$ cat src/rtl/frame_streamer_if.sv
// Memory read port and pixel stream toward the convolver's shift register.
// The streamer side uses the master modport; memory and consumer sit on slave.
interface frame_streamer_if #(
    parameter int data_width = 32,
    parameter int addr_width = 16
);
    logic                  mem_rd_en;
    logic [addr_width-1:0] mem_addr;
    logic [data_width-1:0] mem_rd_data;
    logic [data_width-1:0] shift_in;
    logic                  shift_valid;
    logic                  shift_ready;
    logic                  three_shift;

    modport master (
        output mem_rd_en, mem_addr, shift_in, shift_valid, three_shift,
        input  mem_rd_data, shift_ready
    );

    modport slave (
        input  mem_rd_en, mem_addr, shift_in, shift_valid, three_shift,
        output mem_rd_data, shift_ready
    );
endinterface

$ cat src/rtl/frame_streamer.sv
// Reads an img_width x img_height frame row-major from 1-cycle-latency memory
// and streams it through a 2-entry prefetch buffer, flagging column 0 of each row.
//
//   state | meaning
//   IDLE  | waiting for start
//   RUN   | issuing reads and streaming pixels
//   DONE  | single cycle, frame_done pulse
module frame_streamer #(
    parameter int data_width = 32,
    parameter int addr_width = 16,
    parameter int img_width  = 8,
    parameter int img_height = 8
) (
    input  logic                  clock,
    input  logic                  reset,
    input  logic                  start,
    input  logic [addr_width-1:0] base_addr,
    frame_streamer_if.master      bus,
    output logic                  busy,
    output logic                  frame_done
);
    localparam int n_pix = img_width * img_height;
    localparam int cnt_w = $clog2(n_pix + 1);
    localparam int col_w = $clog2(img_width + 1);
    localparam logic [cnt_w-1:0] n_pix_c  = cnt_w'(n_pix);
    localparam logic [cnt_w-1:0] last_pix = cnt_w'(n_pix - 1);
    localparam logic [col_w-1:0] last_col = col_w'(img_width - 1);

    typedef enum logic [1:0] {IDLE, RUN, DONE} state_t;

    state_t                state;
    logic [addr_width-1:0] base;
    logic [cnt_w-1:0]      rd_idx;
    logic [cnt_w-1:0]      pix_cnt;
    logic [col_w-1:0]      head_col;
    logic                  inflight;
    logic [data_width-1:0] buf_q [2];
    logic                  wr_ptr;
    logic                  rd_ptr;
    logic [1:0]            count;
    logic                  pop;
    logic                  issue;
    logic [2:0]            occ;

    assign bus.shift_valid = (count != 2'd0);
    assign bus.shift_in    = buf_q[rd_ptr];
    assign bus.three_shift = bus.shift_valid && (head_col == '0);

    // Occupancy counts the read already in flight so the buffer can never overflow.
    assign pop           = bus.shift_valid && bus.shift_ready;
    assign occ           = 3'(count) + 3'(inflight) - 3'(pop);
    assign issue         = (state == RUN) && (rd_idx < n_pix_c) && (occ < 3'd2);
    assign bus.mem_rd_en = issue;
    assign bus.mem_addr  = base + addr_width'(rd_idx);

    always_ff @(posedge clock or negedge reset) begin
        if (!reset) begin
            state      <= IDLE;
            base       <= '0;
            rd_idx     <= '0;
            pix_cnt    <= '0;
            head_col   <= '0;
            inflight   <= 1'b0;
            buf_q[0]   <= '0;
            buf_q[1]   <= '0;
            wr_ptr     <= 1'b0;
            rd_ptr     <= 1'b0;
            count      <= 2'd0;
            busy       <= 1'b0;
            frame_done <= 1'b0;
        end else begin
            frame_done <= 1'b0;
            inflight   <= issue;
            count      <= count + 2'(inflight) - 2'(pop);
            if (issue) begin
                rd_idx <= rd_idx + cnt_w'(1);
            end
            if (inflight) begin
                buf_q[wr_ptr] <= bus.mem_rd_data;
                wr_ptr        <= ~wr_ptr;
            end
            if (pop) begin
                rd_ptr   <= ~rd_ptr;
                pix_cnt  <= pix_cnt + cnt_w'(1);
                head_col <= (head_col == last_col) ? '0 : head_col + col_w'(1);
            end

            case (state)
                IDLE: begin
                    if (start) begin
                        state    <= RUN;
                        base     <= base_addr;
                        rd_idx   <= '0;
                        pix_cnt  <= '0;
                        head_col <= '0;
                        busy     <= 1'b1;
                    end
                end
                RUN: begin
                    if (pop && (pix_cnt == last_pix)) begin
                        state      <= DONE;
                        busy       <= 1'b0;
                        frame_done <= 1'b1;
                    end
                end
                DONE:    state <= IDLE;
                default: state <= IDLE;
            endcase
        end
    end

    a_no_overflow: assert property (@(posedge clock) disable iff (!reset)
        !(inflight && !pop && (count == 2'd2)));
endmodule
$ cat src/flat_wrapper.sv
// flat-port wrapper written by rule: the top's interface ports become plain ports
module frame_streamer_flat 
#(
    parameter int data_width = 32,
    parameter int addr_width = 16,
    parameter int img_width  = 8,
    parameter int img_height = 8
)
  (clock, reset, start, base_addr, busy, frame_done, bus_mem_rd_en, bus_mem_addr, bus_shift_in, bus_shift_valid, bus_three_shift, bus_mem_rd_data, bus_shift_ready);
  frame_streamer_if #(.data_width(data_width), .addr_width(addr_width)) bus_i ();
  input  logic clock;
  input  logic reset;
  input  logic start;
  input  logic [addr_width-1:0] base_addr;
  output logic busy;
  output logic frame_done;
  output wire logic [$bits(bus_i.mem_rd_en)-1:0] bus_mem_rd_en;
  output wire logic [$bits(bus_i.mem_addr)-1:0] bus_mem_addr;
  output wire logic [$bits(bus_i.shift_in)-1:0] bus_shift_in;
  output wire logic [$bits(bus_i.shift_valid)-1:0] bus_shift_valid;
  output wire logic [$bits(bus_i.three_shift)-1:0] bus_three_shift;
  input wire logic [$bits(bus_i.mem_rd_data)-1:0] bus_mem_rd_data;
  input wire logic [$bits(bus_i.shift_ready)-1:0] bus_shift_ready;
  assign bus_mem_rd_en = bus_i.mem_rd_en;
  assign bus_mem_addr = bus_i.mem_addr;
  assign bus_shift_in = bus_i.shift_in;
  assign bus_shift_valid = bus_i.shift_valid;
  assign bus_three_shift = bus_i.three_shift;
  assign bus_i.mem_rd_data = bus_mem_rd_data;
  assign bus_i.shift_ready = bus_shift_ready;
  frame_streamer #(.data_width(data_width), .addr_width(addr_width), .img_width(img_width), .img_height(img_height)) u_core (.clock(clock), .reset(reset), .start(start), .base_addr(base_addr), .bus(bus_i), .busy(busy), .frame_done(frame_done));
endmodule
$ cat config.mk
export PLATFORM = sky130hd
export DESIGN_NAME = frame_streamer_flat
export DESIGN_NICKNAME = d
export VERILOG_FILES = /design/src/rtl/frame_streamer_if.sv /design/src/rtl/frame_streamer.sv /design/src/flat_wrapper.sv
export SDC_FILE = /design/constraint.sdc
export NUM_CORES = 1
export LEC_CHECK = 0
export BUFFER_PORTS_ARGS = -buffer_cell sky130_fd_sc_hd__buf_2
export CORE_UTILIZATION = 48
export CTS_BUF_LIST = sky130_fd_sc_hd__clkbuf_2
export CTS_CLUSTER_DIAMETER = 40
export CTS_CLUSTER_SIZE = 25
export DETAILED_ROUTE_END_ITERATION = 10
export GPL_ROUTABILITY_DRIVEN = 1
export GPL_TIMING_DRIVEN = 0
export PLACE_DENSITY_LB_ADDON = 0.05
export SLEW_MARGIN = 20
export SYNTH_ARGS = -nofsm -noshare
export SYNTH_HDL_FRONTEND = slang
export SYNTH_SLANG_ARGS = --single-unit
$ cat constraint.sdc
create_clock -name clock -period 4.4 [get_ports clock]
set_input_delay 0.66 -clock clock [delete_from_list [all_inputs] [get_ports clock]]
set_output_delay 0.66 -clock clock [all_outputs]
set_load 0.02 [all_outputs]
==> results_dict.tcl, run 1 <==
set metrics [dict create \
    cpMostUsedCell "buf_2" \
    firstDrtPassIters 4 \
    fin_crit_ns 4.02 \
    r2r_start "u_core.count[1]$_DFF_PN0_" \
    cts.sinks 107 \
    syn_nets 445 \
    cp_slowest_cell "nor4_4" \
    start_util_pct 50.4 \
    slowest_delay_ns 0.54 \
    fin_cells 634 \
    pwr-share-comb_pct 49.2 \
    cp_max_fo 10 \
    finalSetupViolCount 0 \
    clockBufferDepth 2 \
    io_pins 105 \
    synth.distinct_cells 39 \
    cts-root-buf "clkbuf_2" \
    antenna_left 0 \
    antenna_found_initial 1 \
    cp.arrival_ns 3.36 \
    required_ns 3.74 \
    cts_setup_buffers 0 \
    first_global_vias 3277 \
    fp.coreArea_sq_um 9910 \
    dieWidth_um 104 \
    finalInstanceArea_sq_um 5890 \
    crit_type "reg -> out" \
    endpoint "bus_mem_rd_en" \
    status "finished clean" \
    port_buffers 104 \
    crit_path_start_kind "register" \
    dpl.hpwl_um 6730 \
    routed_wl_um 9310 \
    synthCells 379 \
    numCtsBuffers 9 \
    whs_ns 0.305 \
    min-delay-path-class "in -> reg" \
    r2r-end "u_core.rd_idx[6]$_DFF_PN0_" \
    power.switching_mw 1.72 \
    setup_tns_ns 0 \
    antenna_cells 0 \
    fmax_ghz 0.249 \
    drt_iter0_drc 95 \
    overflow 0 \
    clkLatencyLatePin_ns 0.54 \
    drive_gt1_share_pct 49.5 \
    multi_input_area_sq_um 2220 \
    fillers 831 \
    p_clk_share_pct 12.7 \
    vdd_drop_max_uv 357 \
    worstMarginPinSlew_ns 0.603 \
    pwr-share-seq_pct 38.0 \
    fin_util_pct 59.5 \
    drc 0 \
    ys_ff_latch 107 \
    synth_flop_cell "dfrtp_1" \
    nets 562 \
    seq_area_sq_um 2680 \
    drv_cap 0 \
    die_y_um 104 \
    vias_per_cell 5.09 \
    cp_cell_sequence "o21ai_0 > buf_2 > or2_2 > nand2_1 > ha_1 > fa_1 > nor4_4 > buf_2" \
    cts_tree "built" \
    report.final.hold_viol_count 0 \
    area_delta_synth_final_pct 18.0 \
    syn_avg_cell_area_sq_um 13.2 \
    num_vias 3224 \
    grt_pass1_wl_um 15900 \
    total_power_mw 4.35 \
    power.leakage_nw 2.83 \
    slew_viol_final 0 \
    switching_share_pct 39.6 \
    rsz0062_at_grt "no" \
    grt_max_degree 82 \
    async_flop_share_pct 100 \
    row_count 36 \
    fin_ws_ns 0.383 \
    period_share_pct 91.3 \
    pre_cts_slack_ns 0.793 \
    synth_edf_count 0 \
    post_drt_wl_per_cell_um 14.7 \
    synthesis.area_sq_um 5000 \
    htreeDepth 3 \
    powerDensity_nw_per_um2 738 \
    worstRegToRegCells 10 \
    dieArea_sq_um 10800 \
    grt_use_total_pct 18.4 \
    clk_pin_slew_ns 0.30 \
    p_int_mw 2.63 \
    relSlewSlack_pct 59.8 \
    ys_seq_area_share_pct 53.6 \
    placed_area_sq_um 5720 \
    cp-startpoint "u_core.count[1]$_DFF_PN0_" \
    endpoint_kind "output pin" \
    dp_cells 617 \
    place.gp.congestion 0.761 \
    r2r_setup_slack_ns 1.34 \
    fin_worst_skew_ns 0.0177 \
    synth-warning-count 0 \
]
## cells by family (layout without fill, tap and decap cells)
logic type                 Yosys count  after routing  share of synthesized area [%]
adders and majority gates           14             14                           3.81
DFF                                107            107                           53.6
xor gates and xnor gates            28             28                           4.91
buffers and inverters               23            145                           2.03
AOI/OAI and AO/OA                   26             26                           3.46
muxes                              112            112                           25.2
and+or+nand+nor                     69             69                           7.01
## worst max-delay path, delay by kind of cell (launching register included)
kind,cells,cell delay (ns)
AND/OR/NAND/NOR,3,0.76
adder cells (fa/ha/maj),2,0.70
buffers and inverters,2,0.55
flip-flops,1,0.48
AO/OA/AOI/OAI,1,0.31
## cell type report
class / count / share of cell area (%)
Clock buffer: 9 / 0.764
Inverter: 7 / 0.446
Sequential cell: 107 / 45.4
Buffer: 16 / 1.27
Clock inverter: 7 / 2.06
Tap cell: 133 / 2.82
Multi-Input combinational cell: 249 / 37.6
Timing Repair Buffer: 106 / 9.57
## registers in the layout, indices dropped and copies added, names as in the netlist
register	cells
u_core.buf_q	64
u_core.base	16
u_core.pix_cnt	7
u_core.rd_idx	7
u_core.head_col	4
u_core.count	2
u_core.state	2
u_core.busy	1
u_core.frame_done	1
u_core.inflight	1
u_core.rd_ptr	1
u_core.wr_ptr	1
## per-layer routing
layer / GRT usage (%) / wire, um / vias to the layer above / share of wire (%)
li1: - / - / 1560 / -
met1: 25.7 / 4420 / 1581 / 47
met2: 29.4 / 4380 / 75 / 47
met3: 3.38 / 417 / 8 / 4.5
met4: 5.51 / 98 / 0 / 1.1
met5: 0 / 0 / - / 0
## synthesized netlist by cell type, drive strengths merged (2+ instances only)
master	count	share of area [%]
a21o	3	0.45
o21ai	5	0.50
or2	2	0.25
nand3	6	0.60
and3	3	0.38
fa	2	0.80
a21oi	8	0.80
dfrtp	107	54
nor2	25	1.9
inv	7	0.53
ha	12	3.0
xor2	14	2.5
o211ai	2	0.30
xnor2	14	2.5
nand2b	3	0.53
mux2	111	25
nand4	4	0.63
nand2	16	1.2
buf	12	1.2
clkbuf	4	0.30
nor3	4	0.40
## repair_timing
action / in CTS / in global routing
endpoints found under the hold margin: 26 / 0
gates resized for setup: 0 / 0
hold buffers: 1 / 0
## how the worst min path moves through the flow
| stage | from | to | slack (ns) | depth (start not counted) |
|---|---|---|---|---|
| after floorplan | reset | u_core.base[0]$_DFFE_PN0P_ | 0.36 | 0 |
| after global placement | u_core.buf_q[39]$_DFFE_PN0P_ | u_core.buf_q[39]$_DFFE_PN0P_ | 0.46 | 1 |
| after detailed placement | u_core.wr_ptr$_DFFE_PN0P_ | u_core.wr_ptr$_DFFE_PN0P_ | 0.48 | 1 |
| after CTS | base_addr[8] | u_core.base[8]$_DFFE_PN0P_ | 0.25 | 2 |
| after global routing | base_addr[9] | u_core.base[9]$_DFFE_PN0P_ | 0.24 | 2 |
| final | base_addr[1] | u_core.base[1]$_DFFE_PN0P_ | 0.31 | 3 |
## cells in the final DEF, fill, tap and decap left out, types with 2 or more instances in the layout
cell type / synthesis / final
buf_2: 12 / 115
mux2_2: 109 / 109
dfrtp_1: 107 / 107
nor2_1: 25 / 25
nand2_1: 16 / 16
xnor2_1: 14 / 14
xor2_1: 14 / 14
ha_1: 12 / 12
clkbuf_2: 0 / 9
a21oi_1: 8 / 8
inv_1: 7 / 7
nand3_1: 6 / 6
o21ai_0: 5 / 5
clkbuf_1: 4 / 4
nor3_1: 4 / 4
a21o_1: 3 / 3
and3_1: 3 / 3
nand4_1: 3 / 3
o211ai_1: 2 / 2
or2_2: 2 / 2
nand2b_1: 2 / 2
mux2_1: 2 / 2
fa_1: 2 / 2
bufinv_16: 0 / 2
clkinv_8: 0 / 2
inv_6: 0 / 2
## power by group through the flow
stage                     sequential (mW)  combinational, mW  clock, mW
after floorplan                      1.61               1.63          0
after global placement               1.65               2.12          0
after detailed placement             1.68               2.16          0
after CTS                            1.66               2.17      0.579
after global routing                 1.72               2.33      0.621
final                                1.66               2.14      0.555
No activity file was read; power rests on OpenSTA's default activity.
==> inputs of run 2 (changes only) <==
Settings changed: BUFFER_PORTS_ARGS -buffer_cell sky130_fd_sc_hd__buf_2 to -buffer_cell sky130_fd_sc_hd__buf_4.
==> run 2 against run 1 <==
  * Total power up 2.6%
  * Utilization grew 1.8 points
  * Clock power decreased by 16%
  * Sequential power barely moved
  * Via count fell by 0.96%
  * Register-to-register slack got worse by 0.03 ns
==> results_dict.tcl, run 2 (same netlist as run 1, synthesis figures left out) <==
set metrics [dict create \
    drv_cap 0 \
    cp-startpoint "u_core.count[1]$_DFF_PN0_" \
    required_ns 3.74 \
    num_vias 3193 \
    routed_wl_um 9370 \
    min-delay-path-class "in -> async" \
    clkLatencyLatePin_ns 0.55 \
    cts_tree "built" \
    rsz0062_at_grt "no" \
    endpoint_kind "output pin" \
    placed_area_sq_um 5950 \
    area_delta_synth_final_pct 21.4 \
    fin_crit_ns 4.04 \
    layout_common_cells "109 x mux2_2, 107 x dfrtp_1, 103 x buf_4" \
    start_util_pct 50.4 \
    row_count 36 \
    relSlewSlack_pct 36.4 \
    dieWidth_um 104 \
    dieArea_sq_um 10800 \
    clk_pin_slew_ns 0.29 \
    port_buffers 104 \
    slew_viol_final 0 \
    period_share_pct 91.7 \
    layout.cells.most_common "mux2_2" \
    vdd_drop_max_uv 451 \
    cp.arrival_ns 3.38 \
    r2r_start "u_core.count[1]$_DFF_PN0_" \
    overflow 0 \
    cp_max_fo 10 \
    status "finished clean" \
    setup_tns_ns 0 \
    antenna_cells 0 \
    cts_hold_buf 0 \
    finalSetupViolCount 0 \
    numCtsBuffers 9 \
    whs_ns 0.182 \
    vias_per_cell 5.05 \
    firstDrtPassIters 4 \
    worstMarginPinSlew_ns 0.954 \
    cts_setup_buffers 0 \
    power.leakage_nw 2.87 \
    first_global_vias 3228 \
    cts-root-buf "clkbuf_2" \
    total_power_mw 4.47 \
    report.final.hold_viol_count 0 \
    reg_top3 "u_core.buf_q: 64 flops, u_core.base: 16 flops" \
    dpl.hpwl_um 6560 \
    crit_type "reg -> out" \
    die_y_um 104 \
    pre_cts_slack_ns 0.826 \
    clockBufferDepth 2 \
    dp_cells 616 \
    drt_iter0_drc 138 \
    powerDensity_nw_per_um2 736 \
    place.gp.congestion 0.785 \
    cts.sinks 107 \
    fin_worst_skew_ns 0.0300 \
    fin_cells 632 \
    antenna_found_initial 0 \
    grt_max_degree 108 \
    grt_pass1_wl_um 15900 \
    regMostFlops "u_core.buf_q" \
    crit_path_start_kind "register" \
    drive_gt1_share_pct 49.1 \
    fin_ws_ns 0.363 \
    antenna_left 0 \
    post_drt_wl_per_cell_um 14.8 \
    htreeDepth 3 \
    nets 560 \
    fmax_ghz 0.248 \
    grt_use_total_pct 18.5 \
    largest_reg_flops 64 \
    fp.coreArea_sq_um 9910 \
    io_pins 105 \
    finalInstanceArea_sq_um 6070 \
    drc 0 \
    cts-resized-gates 0 \
    fin_util_pct 61.2 \
]
-- run 2: changes by cell type in the layout (fill, tap and decap cells not counted), sizes merged --
cell,delta
buf,-1
bufinv,-1
clkinv,+2
dlygate4sd3,-1
inv,-1
-- run 2: worst paths after layout --
check	to	depth (start not counted)	slack [ns]
hold reg to reg	u_core.wr_ptr$_DFFE_PN0P_	1	0.51
setup / recovery	bus_mem_rd_en	8	0.36
setup reg to reg	u_core.rd_idx[6]$_DFF_PN0_	10	1.31
min in group clock	u_core.buf_q[16]$_DFFE_PN0P_	2	0.31
hold / removal	u_core.buf_q[38]$_DFFE_PN0P_	1	0.18
max in group asynchronous	u_core.base[15]$_DFFE_PN0P_	1	3.58
-- run 2: routing by layer --
| layer | GRT usage (%) | part of all wire (%) | vias to the layer above |
|---|---|---|---|
| li1 | - | - | 1550 |
| met1 | 25.4 | 47 | 1556 |
| met2 | 29.2 | 47 | 76 |
| met3 | 3.45 | 4.4 | 11 |
| met4 | 6.84 | 1.4 | 0 |
| met5 | 0 | 0 | - |
-- run 2: power by group --
group | total, mW | internal (mW) | switching (mW)
Clock | 0.466 | 0.137 | 0.329
Sequential | 1.65 | 1.40 | 0.249
Combinational | 2.35 | 1.20 | 1.15
-- run 2: worst max-delay path, stage by stage, from the launching register on --
cell and delay [ns]:
dfrtp_1 0.48, o21ai_0 0.31, buf_2 0.29, or2_2 0.17, nand2_1 0.05, ha_1 0.18
fa_1 0.50, nor4_4 0.59, buf_4 0.25
-- run 2: layout make-up --
| type | instances | area, sq um |
|---|---|---|
| fillers | 839 | 3840 |
| clock buffers | 9 | 45.0 |
| multi-input cells | 249 | 2220 |
| inverters | 7 | 26.3 |
| repair buffers | 104 | 785 |
| flip-flops and latches | 107 | 2680 |
| plain buffers | 16 | 75.1 |
| well taps | 133 | 166 |
| clock inverters | 7 | 75.1 |
==> inputs of run 3 (changes only) <==
Settings changed: CORE_UTILIZATION 48 to 40, CTS_BUF_LIST sky130_fd_sc_hd__clkbuf_2 to sky130_fd_sc_hd__clkbuf_16.
Clock period 4.4 ns to 3.99 ns, I/O delays scaled along.
==> run 3 against run 2 <==
  * Final cell count grew 5.1%
  * Worst hold slack better by 0.18 ns
  * Routed wire length is 3.5% higher
  * Utilization fell by 9.8 points
  * Worst setup slack got worse by 0.056 ns
  * Final area grew 2.7%
  * Sequential cell count stayed put
  * Die area up 20%
  * Sequential power up 11%
  * Clock power rose by 64%
  * Critical path type unchanged
==> results_dict.tcl, run 3 (same netlist as run 1, synthesis figures left out) <==
set metrics [dict create \
    cp_max_fo 10 \
    dpl.hpwl_um 6830 \
    first_global_vias 3336 \
    finalSetupViolCount 0 \
    reg_top3 "u_core.buf_q: 64 flops, u_core.base: 16 flops" \
    largest_reg_flops 64 \
    nets 560 \
    crit_path_start_kind "register" \
    num_vias 3215 \
    grt_use_total_pct 16.2 \
    rsz0062_at_grt "no" \
    status "finished clean" \
    htreeDepth 3 \
    report.final.hold_viol_count 0 \
    required_ns 3.39 \
    io_pins 105 \
    place.gp.congestion 0.733 \
    fp.coreArea_sq_um 12100 \
    cp.arrival_ns 3.08 \
    clkLatencyLatePin_ns 0.34 \
    grt_pass1_wl_um 16200 \
    dieWidth_um 114 \
    clk_pin_slew_ns 0.07 \
    seq_area_sq_um 2680 \
    cp_slowest_cell "nor4_4" \
    drv_cap 0 \
    cts_tree "built" \
    period_share_pct 92.3 \
    antenna_cells 0 \
    antenna_left 0 \
    start_util_pct 41.3 \
    antenna_found_initial 0 \
    worstMarginPinSlew_ns 0.977 \
    dp_cells 651 \
    cts-root-buf "clkbuf_16" \
    placed_area_sq_um 5990 \
    layout_common_cells "109 x mux2_2, 107 x dfrtp_1, 103 x buf_4" \
    cts_setup_buffers 0 \
    fillers 1111 \
    cts.sinks 107 \
    cts_hold_buf 0 \
    area_delta_synth_final_pct 24.7 \
    row_count 40 \
    regMostFlops "u_core.buf_q" \
    pre_cts_slack_ns 0.533 \
    dieArea_sq_um 12900 \
    total_power_mw 5.18 \
    drive_gt1_share_pct 48.4 \
    fin_worst_skew_ns 0.00424 \
    post_drt_wl_per_cell_um 14.6 \
    endpoint_kind "output pin" \
    die_y_um 114 \
    min-delay-path-class "in -> async" \
    multi_input_area_sq_um 2220 \
    routed_wl_um 9700 \
    fin_ws_ns 0.307 \
    vdd_drop_max_uv 395 \
    power.leakage_nw 2.93 \
    drc 0 \
    port_buffers 104 \
    slowest_delay_ns 0.56 \
    grt_max_degree 108 \
    fin_crit_ns 3.68 \
    drt_iter0_drc 149 \
    firstDrtPassIters 4 \
    cp_cell_sequence "o21ai_0 > buf_2 > or2_2 > nand2_1 > ha_1 > fa_1 > nor4_4 > buf_4" \
    cts-resized-gates 0 \
    fin_cells 664 \
    setup_tns_ns 0 \
    fmax_ghz 0.272 \
    overflow 0 \
    layout.cells.most_common "mux2_2" \
    crit_type "reg -> out" \
    slew_viol_final 0 \
    clockBufferDepth 2 \
    relSlewSlack_pct 34.8 \
    numCtsBuffers 9 \
    vias_per_cell 4.84 \
    finalInstanceArea_sq_um 6230 \
    powerDensity_nw_per_um2 832 \
]
-- run 3: changes by cell type in the layout (fill, tap and decap cells not counted) --
cell | before | now
clkbuf_16 | 0 | 9
clkbuf_2 | 9 | 0
inv_1 | 7 | 10
clkinv_4 | 2 | 0
bufinv_16 | 1 | 0
clkinv_1 | 2 | 1
inv_6 | 1 | 0
inv_8 | 1 | 0
-- run 3: metrics by stage --
| step | hold slack [ns] | util [%] |
|---|---|---|
| 2_1_floorplan | 0.303 | - |
| 3_3_place_gp | 0.466 | 49.4 |
| 3_5_place_dp | 0.473 | 49.5 |
| 4_1_cts | 0.432 | 51.5 |
| 5_1_grt | 0.458 | 51.5 |
| 6_report | 0.361 | 51.5 |
-- run 3: final timing paths --
check	cells past startpoint	slack, ns	endpoint	startpoint
min	1	0.36	u_core.buf_q[6]$_DFFE_PN0P_	reset
max reg2reg	10	0.95	u_core.rd_idx[6]$_DFF_PN0_	u_core.count[1]$_DFF_PN0_
max	8	0.31	bus_mem_rd_en	u_core.count[1]$_DFF_PN0_
max in group asynchronous	1	2.95	u_core.buf_q[12]$_DFFE_PN0P_	reset
min in group clock	3	0.46	u_core.base[1]$_DFFE_PN0P_	base_addr[1]
min reg2reg	1	0.49	u_core.buf_q[38]$_DFFE_PN0P_	u_core.buf_q[38]$_DFFE_PN0P_
-- run 3: area by class of cell --
cell class	instances	share of cell area (%)
flip-flops and latches	107	43.0
multi-input cells	249	35.6
repair buffers	104	12.6
clock buffers	9	3.61
well taps	168	3.37
plain buffers	16	1.20
inverters	7	0.422
clock inverters	4	0.241
-- run 3: worst max-delay path, delay by kind of cell (launching register included) --
kind | cells | cell delay, ns
simple gates | 3 | 0.78
fa+ha+maj | 2 | 0.70
buf+inv | 2 | 0.54
flops | 1 | 0.41
compound gates | 1 | 0.31
-- run 3: per-layer routing --
metal | vias to the layer above | part of all wire [%] | wire, um | track usage [%]
met5 | - | 0 | 0 | 0
met4 | 0 | 1.8 | 174 | 6.75
met3 | 12 | 5.1 | 498 | 3.56
met2 | 73 | 48 | 4640 | 26.4
met1 | 1579 | 45 | 4390 | 20.8
li1 | 1551 | - | - | -
-- run 3: power breakdown --
part | switching [mW] | internal [mW] | total [mW] | leakage (nW)
sequential | 0.275 | 1.56 | 1.83 | 1.29
clock | 0.359 | 0.404 | 0.763 | 0.128
combinational | 1.26 | 1.32 | 2.59 | 1.51
total | 1.90 | 3.29 | 5.18 | 2.93
